### config.mk
export PLATFORM = sky130hd
export DESIGN_NAME = mips_mem_arbiter_flat
export DESIGN_NICKNAME = d
export VERILOG_FILES = /design/src/rtl/mips_mem_arbiter_if.sv /design/src/rtl/mips_mem_arbiter.sv /design/src/flat_wrapper.sv
export SDC_FILE = /design/constraint.sdc
export NUM_CORES = 1
export LEC_CHECK = 0
export CAP_MARGIN = 20
export CORE_MARGIN = 3
export CORE_UTILIZATION = 35
export DETAILED_ROUTE_END_ITERATION = 7
export PLACE_DENSITY_LB_ADDON = 0.3
export SYNTH_ARGS = -nofsm -noshare
export SYNTH_HDL_FRONTEND = slang
export SYNTH_SLANG_ARGS = --single-unit
### constraint.sdc
create_clock -name clk1 -period 5.75 [get_ports clk1]
set_input_delay 0.8625 -clock clk1 [delete_from_list [all_inputs] [get_ports clk1]]
set_output_delay 0.8625 -clock clk1 [all_outputs]
set_load 0.005 [all_outputs]
### src/rtl/mips_mem_arbiter_if.sv
// Requester, flush and memory-side signals of the unified-memory arbiter.
// slave = arbiter side, master = requesters plus the memory model.
interface mips_mem_arbiter_if #(
    parameter int AW = 10,
    parameter int DW = 32
);
    logic          if_req;
    logic [AW-1:0] if_addr;
    logic [DW-1:0] if_rdata;
    logic          if_ack;
    logic          dm_req;
    logic          dm_we;
    logic [AW-1:0] dm_addr;
    logic [DW-1:0] dm_wdata;
    logic [DW-1:0] dm_rdata;
    logic          dm_ack;
    logic          flush;
    logic          mem_en;
    logic          mem_we;
    logic [AW-1:0] mem_addr;
    logic [DW-1:0] mem_wdata;
    logic [DW-1:0] mem_rdata;
    logic [1:0]    owner;

    modport slave (
        input  if_req, if_addr, dm_req, dm_we, dm_addr, dm_wdata, flush, mem_rdata,
        output if_rdata, if_ack, dm_rdata, dm_ack, mem_en, mem_we, mem_addr, mem_wdata, owner
    );

    modport master (
        output if_req, if_addr, dm_req, dm_we, dm_addr, dm_wdata, flush, mem_rdata,
        input  if_rdata, if_ack, dm_rdata, dm_ack, mem_en, mem_we, mem_addr, mem_wdata, owner
    );
endinterface

### src/rtl/mips_mem_arbiter.sv
// Single-port memory arbiter: data port beats fetch, except after STARVE_MAX
// consecutive fetch losses. One access per three cycles (grant, access, ack).
module mips_mem_arbiter #(
    parameter int AW         = 10,
    parameter int DW         = 32,
    parameter int STARVE_MAX = 4
) (
    input logic               clk1,
    input logic               rst,
    mips_mem_arbiter_if.slave bus
);
    typedef enum logic [1:0] {IDLE, WAIT, DONE} state_t;

    typedef struct packed {
        logic          we;
        logic [AW-1:0] addr;
        logic [DW-1:0] wdata;
    } mem_req_t;

    localparam logic [1:0] OWN_NONE = 2'b00;
    localparam logic [1:0] OWN_IF   = 2'b01;
    localparam logic [1:0] OWN_DM   = 2'b10;
    localparam logic [3:0] SMAX     = 4'(STARVE_MAX);

    state_t     state;
    logic [3:0] starve_cnt;
    logic       kill;
    logic       cur_we;
    logic       if_elig, dm_elig, grant_if, grant_dm;
    mem_req_t   win;

    // A requester whose ack is up this cycle is already served and sits out.
    always_comb begin
        if_elig   = bus.if_req & ~bus.if_ack & ~bus.flush;
        dm_elig   = bus.dm_req & ~bus.dm_ack;
        grant_if  = if_elig & (~dm_elig | (starve_cnt == SMAX));
        grant_dm  = dm_elig & ~grant_if;
        win.we    = grant_dm & bus.dm_we;
        win.addr  = grant_dm ? bus.dm_addr : bus.if_addr;
        win.wdata = grant_dm ? bus.dm_wdata : '0;
    end

    always_ff @(posedge clk1 or posedge rst) begin
        if (rst) begin
            state         <= IDLE;
            starve_cnt    <= '0;
            kill          <= 1'b0;
            cur_we        <= 1'b0;
            bus.mem_en    <= 1'b0;
            bus.mem_we    <= 1'b0;
            bus.mem_addr  <= '0;
            bus.mem_wdata <= '0;
            bus.owner     <= OWN_NONE;
            bus.if_ack    <= 1'b0;
            bus.if_rdata  <= '0;
            bus.dm_ack    <= 1'b0;
            bus.dm_rdata  <= '0;
        end else begin
            bus.if_ack <= 1'b0;
            bus.dm_ack <= 1'b0;
            if (!bus.if_req)
                starve_cnt <= '0;
            case (state)
                IDLE: begin
                    if (grant_if || grant_dm) begin
                        bus.mem_en    <= 1'b1;
                        bus.mem_we    <= win.we;
                        bus.mem_addr  <= win.addr;
                        bus.mem_wdata <= win.wdata;
                        bus.owner     <= grant_dm ? OWN_DM : OWN_IF;
                        cur_we        <= win.we;
                        state         <= WAIT;
                        if (grant_if)
                            starve_cnt <= '0;
                        else if (if_elig && starve_cnt != SMAX)
                            starve_cnt <= starve_cnt + 4'd1;
                    end
                end
                WAIT: begin
                    bus.mem_en <= 1'b0;
                    bus.mem_we <= 1'b0;
                    state      <= DONE;
                    if (bus.owner == OWN_IF && bus.flush)
                        kill <= 1'b1;
                end
                DONE: begin
                    if (bus.owner == OWN_DM) begin
                        bus.dm_ack <= 1'b1;
                        if (!cur_we)
                            bus.dm_rdata <= bus.mem_rdata;
                    end else if (bus.owner == OWN_IF && !(kill || bus.flush)) begin
                        bus.if_ack   <= 1'b1;
                        bus.if_rdata <= bus.mem_rdata;
                    end
                    kill      <= 1'b0;
                    bus.owner <= OWN_NONE;
                    state     <= IDLE;
                end
                default: state <= IDLE;
            endcase
        end
    end
endmodule

### src/flat_wrapper.sv
// flat-port wrapper written by rule: the top's interface ports become plain ports
module mips_mem_arbiter_flat 
#(
    parameter int AW         = 10,
    parameter int DW         = 32,
    parameter int STARVE_MAX = 4
)
  (clk1, rst, bus_if_req, bus_if_addr, bus_dm_req, bus_dm_we, bus_dm_addr, bus_dm_wdata, bus_flush, bus_mem_rdata, bus_if_rdata, bus_if_ack, bus_dm_rdata, bus_dm_ack, bus_mem_en, bus_mem_we, bus_mem_addr, bus_mem_wdata, bus_owner);
  mips_mem_arbiter_if #(.AW(AW), .DW(DW)) bus_i ();
  input logic clk1;
  input logic rst;
  input wire logic [$bits(bus_i.if_req)-1:0] bus_if_req;
  input wire logic [$bits(bus_i.if_addr)-1:0] bus_if_addr;
  input wire logic [$bits(bus_i.dm_req)-1:0] bus_dm_req;
  input wire logic [$bits(bus_i.dm_we)-1:0] bus_dm_we;
  input wire logic [$bits(bus_i.dm_addr)-1:0] bus_dm_addr;
  input wire logic [$bits(bus_i.dm_wdata)-1:0] bus_dm_wdata;
  input wire logic [$bits(bus_i.flush)-1:0] bus_flush;
  input wire logic [$bits(bus_i.mem_rdata)-1:0] bus_mem_rdata;
  output wire logic [$bits(bus_i.if_rdata)-1:0] bus_if_rdata;
  output wire logic [$bits(bus_i.if_ack)-1:0] bus_if_ack;
  output wire logic [$bits(bus_i.dm_rdata)-1:0] bus_dm_rdata;
  output wire logic [$bits(bus_i.dm_ack)-1:0] bus_dm_ack;
  output wire logic [$bits(bus_i.mem_en)-1:0] bus_mem_en;
  output wire logic [$bits(bus_i.mem_we)-1:0] bus_mem_we;
  output wire logic [$bits(bus_i.mem_addr)-1:0] bus_mem_addr;
  output wire logic [$bits(bus_i.mem_wdata)-1:0] bus_mem_wdata;
  output wire logic [$bits(bus_i.owner)-1:0] bus_owner;
  assign bus_i.if_req = bus_if_req;
  assign bus_i.if_addr = bus_if_addr;
  assign bus_i.dm_req = bus_dm_req;
  assign bus_i.dm_we = bus_dm_we;
  assign bus_i.dm_addr = bus_dm_addr;
  assign bus_i.dm_wdata = bus_dm_wdata;
  assign bus_i.flush = bus_flush;
  assign bus_i.mem_rdata = bus_mem_rdata;
  assign bus_if_rdata = bus_i.if_rdata;
  assign bus_if_ack = bus_i.if_ack;
  assign bus_dm_rdata = bus_i.dm_rdata;
  assign bus_dm_ack = bus_i.dm_ack;
  assign bus_mem_en = bus_i.mem_en;
  assign bus_mem_we = bus_i.mem_we;
  assign bus_mem_addr = bus_i.mem_addr;
  assign bus_mem_wdata = bus_i.mem_wdata;
  assign bus_owner = bus_i.owner;
  mips_mem_arbiter #(.AW(AW), .DW(DW), .STARVE_MAX(STARVE_MAX)) u_core (.clk1(clk1), .rst(rst), .bus(bus_i));
endmodule
==> impl_metrics.toml <==
[status]
outcome = "completed"

[cells_and_area]
nFillCells = 1081
syn2layout_area_growth_pct = 59.1
layout_commonest_cell = "clkdlybuf4s50_1"
antenna_cells = 0
multi_input_area_um2 = 1620
layoutNonFillerInstCount = 711
nNetsFinal = 614
final_cell_mix = "clkdlybuf4s50_1 (201), dfrtp_1 (120), mux2_2 (35), a22o_1 (33), mux2_4 (29)"
utilization = 0.571
drive_gt1_frac = 0.200
ff_latch_area_um2 = 3000

[clock_network]
hold_buffers = 0
clock_path_buffers = 2
insertion_delay_ns = 0.41
cts_made_buffers = 17
postCtsSetupRepairBufs = 0
cts.htree.levels = 4
cts_tree = "yes"
clock_sinks = 120
cts_root_buffer = "clkbuf_16"
post_cts_resize_count = 0
clk_pin_slew_ns = 0.05

[floorplan]
die_area_um2 = 15100
die_y_um = 123
ios = 202
placement_rows = 42
start_util = 0.359
coreArea_um2 = 13300
die-width_um = 123

[grt]
groute.usage.overall = 0.170
grt_max_degree = 79
grt_first_pass_wirelength_um = 19600
grt_overflow = 0
antenna_found_initial = 0
grt_pass1_vias = 3658

[synthesis]
ys_warn_count = 0
async_flop_share = 1.00
synth_nets = 406
ys_top_cells_by_area = "dfrtp_1 (63%), mux2_4 (9.1%), mux2_2 (8.3%)"
synth_cells = 314
synth_edf_count = 0
syn_avg_cell_area_um2 = 15.2
synth_area_um2 = 4770
synth_ff_type = "dfrtp_1"
synth_top_area_share = 0.630
synth_top_area_cell = "dfrtp_1"
ys_ff_latch = 120
yosys.cell_types.count = 37
yosysSeqAreaShare = 0.630

[routing]
dr.pass1.iters = 4
final_antenna_net_count = 0
drtIter0Drc = 212
drt_wl_total_um = 12600
avgRoutedWirePerCell_um = 17.7
vias = 3414
avgViaCountPerCell = 4.80
drc = 0

[sta]
finClkSkew_ns = 0.00784
hold_viol = 0
rsz0062_at_grt = "no"
slew_headroom = 0.382
setup-violations-final = 0
setup_tns_ns = 0
max_clock_freq_ghz = 0.358
setup_ws_ns = 2.96
final-max-slew-violation-count = 0
worst_pin_slew_ns = 0.922
fin_crit_ns = 2.79
period_share = 0.486

[worst_setup_path]
crit_slowest_cell = "nor3b_2"
path_delay_family = "compound AO/OA/AOI/OAI gates"
crit_buf_inv = 1
path_cells = "clkdlybuf4s50_1, nor3b_2, o311a_1, a221o_1"
worstSetupPathType = "primary input to flop"
worstPathRequired_ns = 6.09
endpoint_kind = "flop"
cp.arrival_ns = 3.13
cp_slowest_stage_delay_ns = 0.81
crit_fanout = 15
worst_setup_path_start_kind = "primary input"

[min_path]
hold_path.class = "flop to flop"

[flow_run]
drv_cap = 0

[place]
gp_congestion = 0.736
dpl_worst_slack_ns = 2.47
port_buffers = 201
dp_hpwl_um = 8580
dpl.cell_count = 677

[pwr]
leakage_nw = 3.45
powerDensity_nw_per_um2 = 532
ir_drop_mv = 0.292
-- per-layer routing --
layer / part of all wire / vias up / global-route usage
met1: 0.40 / 1705 / 0.203
met5: 0 / - / 0
met3: 0.077 / 16 / 0.0673
met4: 0.021 / 0 / 0.0756
met2: 0.50 / 113 / 0.272
li1: - / 1580 / -
-- report_power, final --
group / switching, W / leakage, nW / internal [W]
registers: 0.000226 / 1.53 / 0.00122
logic: 0.000496 / 1.63 / 0.00105
clock network: 0.000358 / 0.296 / 0.000691
-- stage by stage --
stage                     total power [W]  hold slack (ns)  area, µm²
after floorplan                   0.00205            0.458       4770
after global placement            0.00295            0.469       6950
after detailed placement          0.00300            0.476       6950
after CTS                         0.00408            0.495       7550
after global routing              0.00428            0.514       7590
final                             0.00404            0.490       7590
-- Yosys cell counts, types with 2 or more instances --
cell	n
nor2b_1	2
nor2_1	2
buf_2	7
a32o_1	2
mux2_4	29
inv_1	19
a22o_1	33
clkbuf_1	8
a211oi_1	11
a221o_1	10
buf_6	3
nor4_1	3
or4b_1	2
mux2_2	35
a21oi_1	2
ha_1	2
nand2_1	3
dfrtp_1	120
a21o_1	3
-- layout make-up --
class / instances / area share
sequential: 120 / 0.396
timing repair buffer: 207 / 0.274
multi-input combinational: 157 / 0.213
clock buffer: 24 / 0.0661
tap: 176 / 0.0290
clock inverter: 8 / 0.0122
inverter: 19 / 0.00973
-- worst reg2reg max path, delay by kind of cell (launching register included) --
| kind | cells | cell delay [ns] |
|---|---|---|
| buffers and inverters | 1 | 0.45 |
| DFF | 1 | 0.44 |
| and+or+nand+nor | 2 | 0.97 |
| muxes | 1 | 0.38 |
-- registers in the layout, summed over array words and instances (netlist names) --
register,count
u_core.bus.mem_addr,10
u_core.bus.if_ack,1
u_core.bus.owner,2
u_core.bus.mem_en,1
u_core.bus.if_rdata,32
u_core.bus.dm_ack,1
u_core.bus.mem_we,1
u_core.bus.dm_rdata,32
u_core.kill,1
u_core.cur_we,1
u_core.starve_cnt,4
u_core.state,2
u_core.bus.mem_wdata,32
-- path summary, 6_finish.rpt --
check,start,to,slack (ns),cells past startpoint
hold reg to reg,u_core.bus.mem_en$_DFFE_PP0P_,u_core.bus.mem_en$_DFFE_PP0P_,0.49,2
setup reg to reg,u_core.state[0]$_DFFE_PP0P_,u_core.bus.dm_rdata[16]$_DFFE_PP0P_,3.39,4
hold / removal,u_core.bus.mem_en$_DFFE_PP0P_,u_core.bus.mem_en$_DFFE_PP0P_,0.49,2
max in group asynchronous,rst,u_core.bus.owner[1]$_DFFE_PP0P_,4.01,3
min in group asynchronous,rst,u_core.bus.mem_en$_DFFE_PP0P_,0.84,2
setup / recovery,bus_flush,u_core.bus.mem_addr[5]$_DFFE_PP0P_,2.96,4
-- cells by family (layout without fill, tap and decap cells) --
family / Yosys count / count (layout) / synth area share
simple gates: 24 / 24 / 0.0365
buf+inv: 37 / 258 / 0.0357
flops: 120 / 120 / 0.630
compound gates: 67 / 67 / 0.119
mux: 64 / 64 / 0.174
fa+ha+maj: 2 / 2 / 0.00525
(Power assumes the default switching activity.)
